### src/rtl/bcd_pkg.sv
// Shared constants and the BCD digit type for the scanned BCD counter.
package bcd_pkg;

  localparam int        DIGIT_W    = 4;
  localparam logic [3:0] BCD_MAX   = 4'd9;
  localparam logic [3:0] BLANK_CODE = 4'hF;

  typedef logic [DIGIT_W-1:0] bcd_t;

endpackage

### src/rtl/bcd_digit.sv
// One BCD decade: counts 0..9 up or down when enabled, with a combinational
// carry/borrow out that tells the next decade it must step this cycle.
module bcd_digit
  import bcd_pkg::*;
(
  input  logic CLK,
  input  logic RST,
  input  logic CLR,
  input  logic en,
  input  logic up,
  output bcd_t q,
  output logic co
);

  bcd_t q_q;
  bcd_t q_d;

  // Carry out when about to wrap 9->0 going up, borrow out on 0->9 going down.
  assign co = up ? (q_q == BCD_MAX) : (q_q == '0);
  assign q  = q_q;

  // Next decade value for one up or down step.
  always_comb begin
    q_d = q_q;
    if (en) begin
      if (up) q_d = (q_q == BCD_MAX) ? '0 : q_q + 1'b1;
      else    q_d = (q_q == '0) ? BCD_MAX : q_q - 1'b1;
    end
  end

  // Decade register; clear wins over any step.
  always_ff @(posedge CLK) begin
    if (RST)      q_q <= '0;
    else if (CLR) q_q <= '0;
    else          q_q <= q_d;
  end

endmodule

### src/rtl/bcd_scan_counter.sv
// Multi-digit BCD up/down counter with a time-multiplexed single-digit scan
// output for a 7-segment decoder. Optional leading-zero blanking is enabled
// by defining LEADING_ZERO_BLANK_EN.
module bcd_scan_counter
  import bcd_pkg::*;
#(
  parameter int DIGITS   = 4,
  parameter int SCAN_DIV = 1000
) (
  input  logic                      CLK,
  input  logic                      RST,
  input  logic                      CLR,
  input  logic                      INC,
  input  logic                      UP,
  output logic [DIGIT_W*DIGITS-1:0] VAL,
  output logic                      CARRY,
  output logic [DIGIT_W-1:0]        BCD,
  output logic [DIGITS-1:0]         DIG
);

  localparam int PW = (SCAN_DIV > 1) ? $clog2(SCAN_DIV) : 1;
  localparam int IW = (DIGITS > 1) ? $clog2(DIGITS) : 1;

  logic [DIGITS-1:0] en;
  logic [DIGITS-1:0] co;
  bcd_t              digit [DIGITS];

  // Decade chain: a decade steps only when INC is high and every lower decade
  // is at its wrap value, so the ripple settles within one cycle.
  for (genvar g = 0; g < DIGITS; g++) begin : g_dig
    if (g == 0) begin : g_lsd
      assign en[g] = INC;
    end else begin : g_upper
      assign en[g] = INC & (&co[g-1:0]);
    end

    bcd_digit u_digit (
      .CLK (CLK),
      .RST (RST),
      .CLR (CLR),
      .en  (en[g]),
      .up  (UP),
      .q   (digit[g]),
      .co  (co[g])
    );

    assign VAL[g*DIGIT_W +: DIGIT_W] = digit[g];
  end

  logic carry_q;

  // Wrap/borrow pulse: set for the cycle after the whole count rolls over.
  always_ff @(posedge CLK) begin
    if (RST)      carry_q <= 1'b0;
    else if (CLR) carry_q <= 1'b0;
    else          carry_q <= INC & (&co);
  end

  assign CARRY = carry_q;

  logic [PW-1:0] presc_q, presc_d;
  logic [IW-1:0] idx_q, idx_d;
  logic          tick;

  // Scan prescaler and digit index; independent of CLR and INC.
  always_comb begin
    tick    = (presc_q == PW'(SCAN_DIV - 1));
    presc_d = tick ? '0 : presc_q + 1'b1;
    idx_d   = idx_q;
    if (tick) idx_d = (idx_q == IW'(DIGITS - 1)) ? '0 : idx_q + 1'b1;
  end

  // Scan state registers.
  always_ff @(posedge CLK) begin
    if (RST) begin
      presc_q <= '0;
      idx_q   <= '0;
    end else begin
      presc_q <= presc_d;
      idx_q   <= idx_d;
    end
  end

  bcd_t raw;

  // Digit strobe and raw digit select, straight from the live count so the
  // strobe and code never skew.
  always_comb begin
    raw = '0;
    DIG = '0;
    for (int i = 0; i < DIGITS; i++) begin
      if (idx_q == IW'(i)) begin
        raw    = digit[i];
        DIG[i] = 1'b1;
      end
    end
  end

`ifdef LEADING_ZERO_BLANK_EN
  logic blank;

  // Blank the scanned digit when it and all higher digits are zero; the
  // least significant digit always shows so a zero count reads "0".
  always_comb begin
    logic upper_zero;
    upper_zero = 1'b1;
    blank      = 1'b0;
    for (int i = DIGITS - 1; i >= 0; i--) begin
      upper_zero = upper_zero & (digit[i] == '0);
      if ((idx_q == IW'(i)) && (i != 0)) blank = upper_zero;
    end
  end

  assign BCD = blank ? BLANK_CODE : raw;
`else
  assign BCD = raw;
`endif

endmodule

### config.mk
export PLATFORM = sky130hd
export DESIGN_NAME = bcd_scan_counter
export DESIGN_NICKNAME = d
export VERILOG_FILES = /design/src/rtl/bcd_pkg.sv /design/src/rtl/bcd_digit.sv /design/src/rtl/bcd_scan_counter.sv
export SDC_FILE = /design/constraint.sdc
export NUM_CORES = 1
export LEC_CHECK = 0
export CORE_MARGIN = 2
export CORE_UTILIZATION = 35
export DETAILED_ROUTE_END_ITERATION = 10
export PLACE_DENSITY_LB_ADDON = 0.15
export SYNTH_ARGS = -nofsm -noshare
export SYNTH_HDL_FRONTEND = slang
export SYNTH_HIERARCHICAL = 1
export SYNTH_SLANG_ARGS = --single-unit
### constraint.sdc
create_clock -name CLK -period 4.2 [get_ports CLK]
set_clock_uncertainty 0.2 [all_clocks]
set_input_delay 1.05 -clock CLK [delete_from_list [all_inputs] [get_ports CLK]]
set_output_delay 1.05 -clock CLK [all_outputs]
set_load 0.01 [all_outputs]
==> flow_summary.yaml, run 1 <==
global_routing:
  antenna_found_initial: 0
  grt_pass1_vias: 1698
  grt_pass1_wl_um: 8480
  gr-total-overflow: 0
  grt_usage_pct: 16.3
  grt_max_degree: 32
floorplan:
  die-height_um: 82.7
  die_x_um: 82.7
  io-pin-count: 30
  design.core.area_um2: 5960
  initial_utilization_pct: 36.4
  fp-row-count: 28
  dieArea_um2: 6840
clock_tree:
  h-tree-depth: 2
  cts_num_sinks: 29
  cts_buffers: 5
  clk_pin_slew_ps: 60
  cts_tree: "built"
  root_buffer: "clkbuf_8"
  cts_setup_buffers: 0
  cts_resized: 0
  hold_buffers: 0
  clock_latency_ps: 270
  max-clock-path-buffers: 2
logic_synthesis:
  synth_area_leaders: "dfxtp_1, a21oi_1, xnor2_1"
  synth-main-ff-cell: "dfxtp_1"
  synth_edf_count: 0
  syn_nets: 272
  ys_ff_latch: 29
  syn_area_um2: 2170
  synth_top_area_share_pct: 26.8
  synthArstFlopShare_pct: 0
  synth.yosys.seq_area_share_pct: 26.8
  yosysTopAreaCell: "dfxtp_1"
  syn_inst: 262
  synthDistinctLibCells: 47
  synth_warnings: 6
  synth_area_per_cell_um2: 8.27
route:
  wl_per_cell_um: 14.7
  drc: 0
  via_count: 1947
  wl_um: 5230
  via_per_inst: 5.48
  drt_iter0_drc: 78
  antenna_left: 0
  firstDrtPassIters: 4
power:
  p_seq_share_pct: 47.6
  p_sw_share_pct: 27.4
  switchingPower_w: 0.000173
  ir_drop_v: 0.000139
  powerDensity_nw_per_um2: 250
  p_clk_share_pct: 37.4
  internal-power_w: 0.000459
  p_leak_nw: 0.830
  p_comb_share_pct: 15.0
sta:
  grt_setup_unrepaired: "false"
  fin_crit_sh_pct: 85.0
  fmax_ghz: 0.280
  worst_slew_pin_slew_ps: 882
  final_max_slew_viol_count: 0
  max_slew_margin_pct: 41.0
  fin_tns_setup_ps: 0
  hold_viol: 0
  period_needed_ps: 3570
  setup_viol: 0
setup_path:
  critPathMaxFanout: 7
  r2r_slack_ps: 1720
  cp.arrival_ps: 2320
  start_kind: "register"
  worstSetupPathType: "register to output pin"
  required_ps: 2950
  cp-end-kind: "output pin"
finish:
  final_cell_count_no_fill: 355
  final_cell_mix: "dfxtp_1, clkdlybuf4s50_1, nand2_1, a21oi_1"
  n_antenna_cell: 0
  final_layout_size_suffix_gt1_share_pct: 12.5
  nets: 290
  areaGrowthSynthToFinish_pct: 16.6
  fillCellCount: 615
worst_hold_path:
  hold_path.class: "register to register"
job:
  drv_cap: 0
place:
  post-place-cells: 348
  gp_congestion: 0.738
  dpl.hpwl_um: 3560
  io_buffer_count: 29
outcome:
  status: "complete, no violations"
cells by family after synthesis:
kind of cell	synth area share, %
and+or+nand+nor	27.9
AOI/OAI and AO/OA	26.9
buffers and inverters	9.47
DFF	26.8
xor gates and xnor gates	4.45
adders and majority gates	2.89
muxes	1.62
critical path: stages, from the launching register on:
cell and delay [ps]:
dfxtp_1 380, inv_1 80, ha_1 270, nor2b_1 260, a221oi_1 130, o31ai_1 340, clkdlybuf4s50_1 600
layer usage:
metal  vias to the layer above  global-route usage (%)  wire length (µm)
li1                       1002                       -                 -
met1                       908                    21.9              2570
met2                        30                    25.6              2420
met3                         7                    3.80               172
met4                         0                    5.57                66
met5                         -                       0                 0
flip-flops by register name, indices dropped and copies added, names as in the netlist:
register	count
CARRY	1
idx_q	2
g_dig.u_digit/q	16
presc_q	10
power by group through the flow:
| stage | Clock, W | Sequential [W] | Combinational [W] |
|---|---|---|---|
| final | 0.000236 | 0.000301 | 0.0000945 |
| after CTS | 0.000245 | 0.000301 | 0.0000951 |
| after global placement | 0 | 0.000306 | 0.0000940 |
| after global routing | 0.000264 | 0.000303 | 0.000105 |
| after detailed placement | 0 | 0.000307 | 0.0000949 |
| after floorplan | 0 | 0.000300 | 0.0000706 |
area by class of cell:
type                    count  area, µm²  share of cell area (%)
clock inverters             1       7.51                   0.297
flip-flops and latches     29        581                    23.0
well taps                  75       93.8                    3.71
multi-input cells         196       1380                    54.7
clock buffers               6       82.6                    3.27
inverters                  14       52.6                    2.08
repair buffers             34        328                    13.0
per-stage QoR:
| stage | utilization [%] | power, W | worst slack (ps) | area, µm² | hold slack (ps) |
|---|---|---|---|---|---|
| finish | 42.4 | 0.000632 | 629 | 2530 | 305 |
| global route | 42.4 | 0.000671 | 445 | 2530 | 348 |
| CTS | 42.4 | 0.000641 | 640 | 2530 | 309 |
| detailed placement | 40.9 | 0.000402 | 409 | 2440 | 299 |
| global placement | 40.9 | 0.000400 | 519 | 2440 | 287 |
| floorplan | - | 0.000370 | 1170 | 2170 | 268 |
cells in the mapped netlist (all sizes together), types with 4 or more instances:
master	instances
xnor2	10
a2111oi	4
clkbuf	6
or3	6
and2b	4
nor3	7
o21ai	12
nor2b	4
o31ai	15
a22o	5
o21bai	4
or2	4
buf	17
nand4b	5
nor4	9
inv	14
nand3	14
nand2	18
nand2b	4
a211oi	10
ha	5
o22ai	4
nor2	12
a21oi	18
dfxtp	29
path summary, 6_finish.rpt:
check                             start               endpoint  cells past startpoint
setup reg to reg  g_dig[0].u_digit/q[0]  g_dig[3].u_digit/q[2]                      6
hold reg to reg                idx_q[1]               idx_q[1]                      2
hold / removal                 idx_q[1]               idx_q[1]                      2
setup / recovery               idx_q[1]                 BCD[3]                      6
Note: power is estimated with default switching activity, not from simulation.
==> run 2: changes to the inputs <==
--- a/config.mk
+++ b/config.mk
@@ -7,6 +7,7 @@
 export LEC_CHECK = 0
 export CORE_MARGIN = 2
 export CORE_UTILIZATION = 35
+export CTS_BUF_LIST = sky130_fd_sc_hd__clkbuf_8
 export DETAILED_ROUTE_END_ITERATION = 10
 export PLACE_DENSITY_LB_ADDON = 0.15
 export SYNTH_ARGS = -nofsm -noshare
==> results of run 2 <==
No change in the layout: final DEF, timing and power equal those of run 1.
==> run 3: changes to the inputs <==
--- a/config.mk
+++ b/config.mk
@@ -5,6 +5,7 @@
 export SDC_FILE = /design/constraint.sdc
 export NUM_CORES = 1
 export LEC_CHECK = 0
+export ABC_CLOCK_PERIOD_IN_PS = 4200
 export CORE_MARGIN = 2
 export CORE_UTILIZATION = 35
 export CTS_BUF_LIST = sky130_fd_sc_hd__clkbuf_8
==> results of run 3 <==
No change in the layout: final DEF, timing and power equal those of run 1.
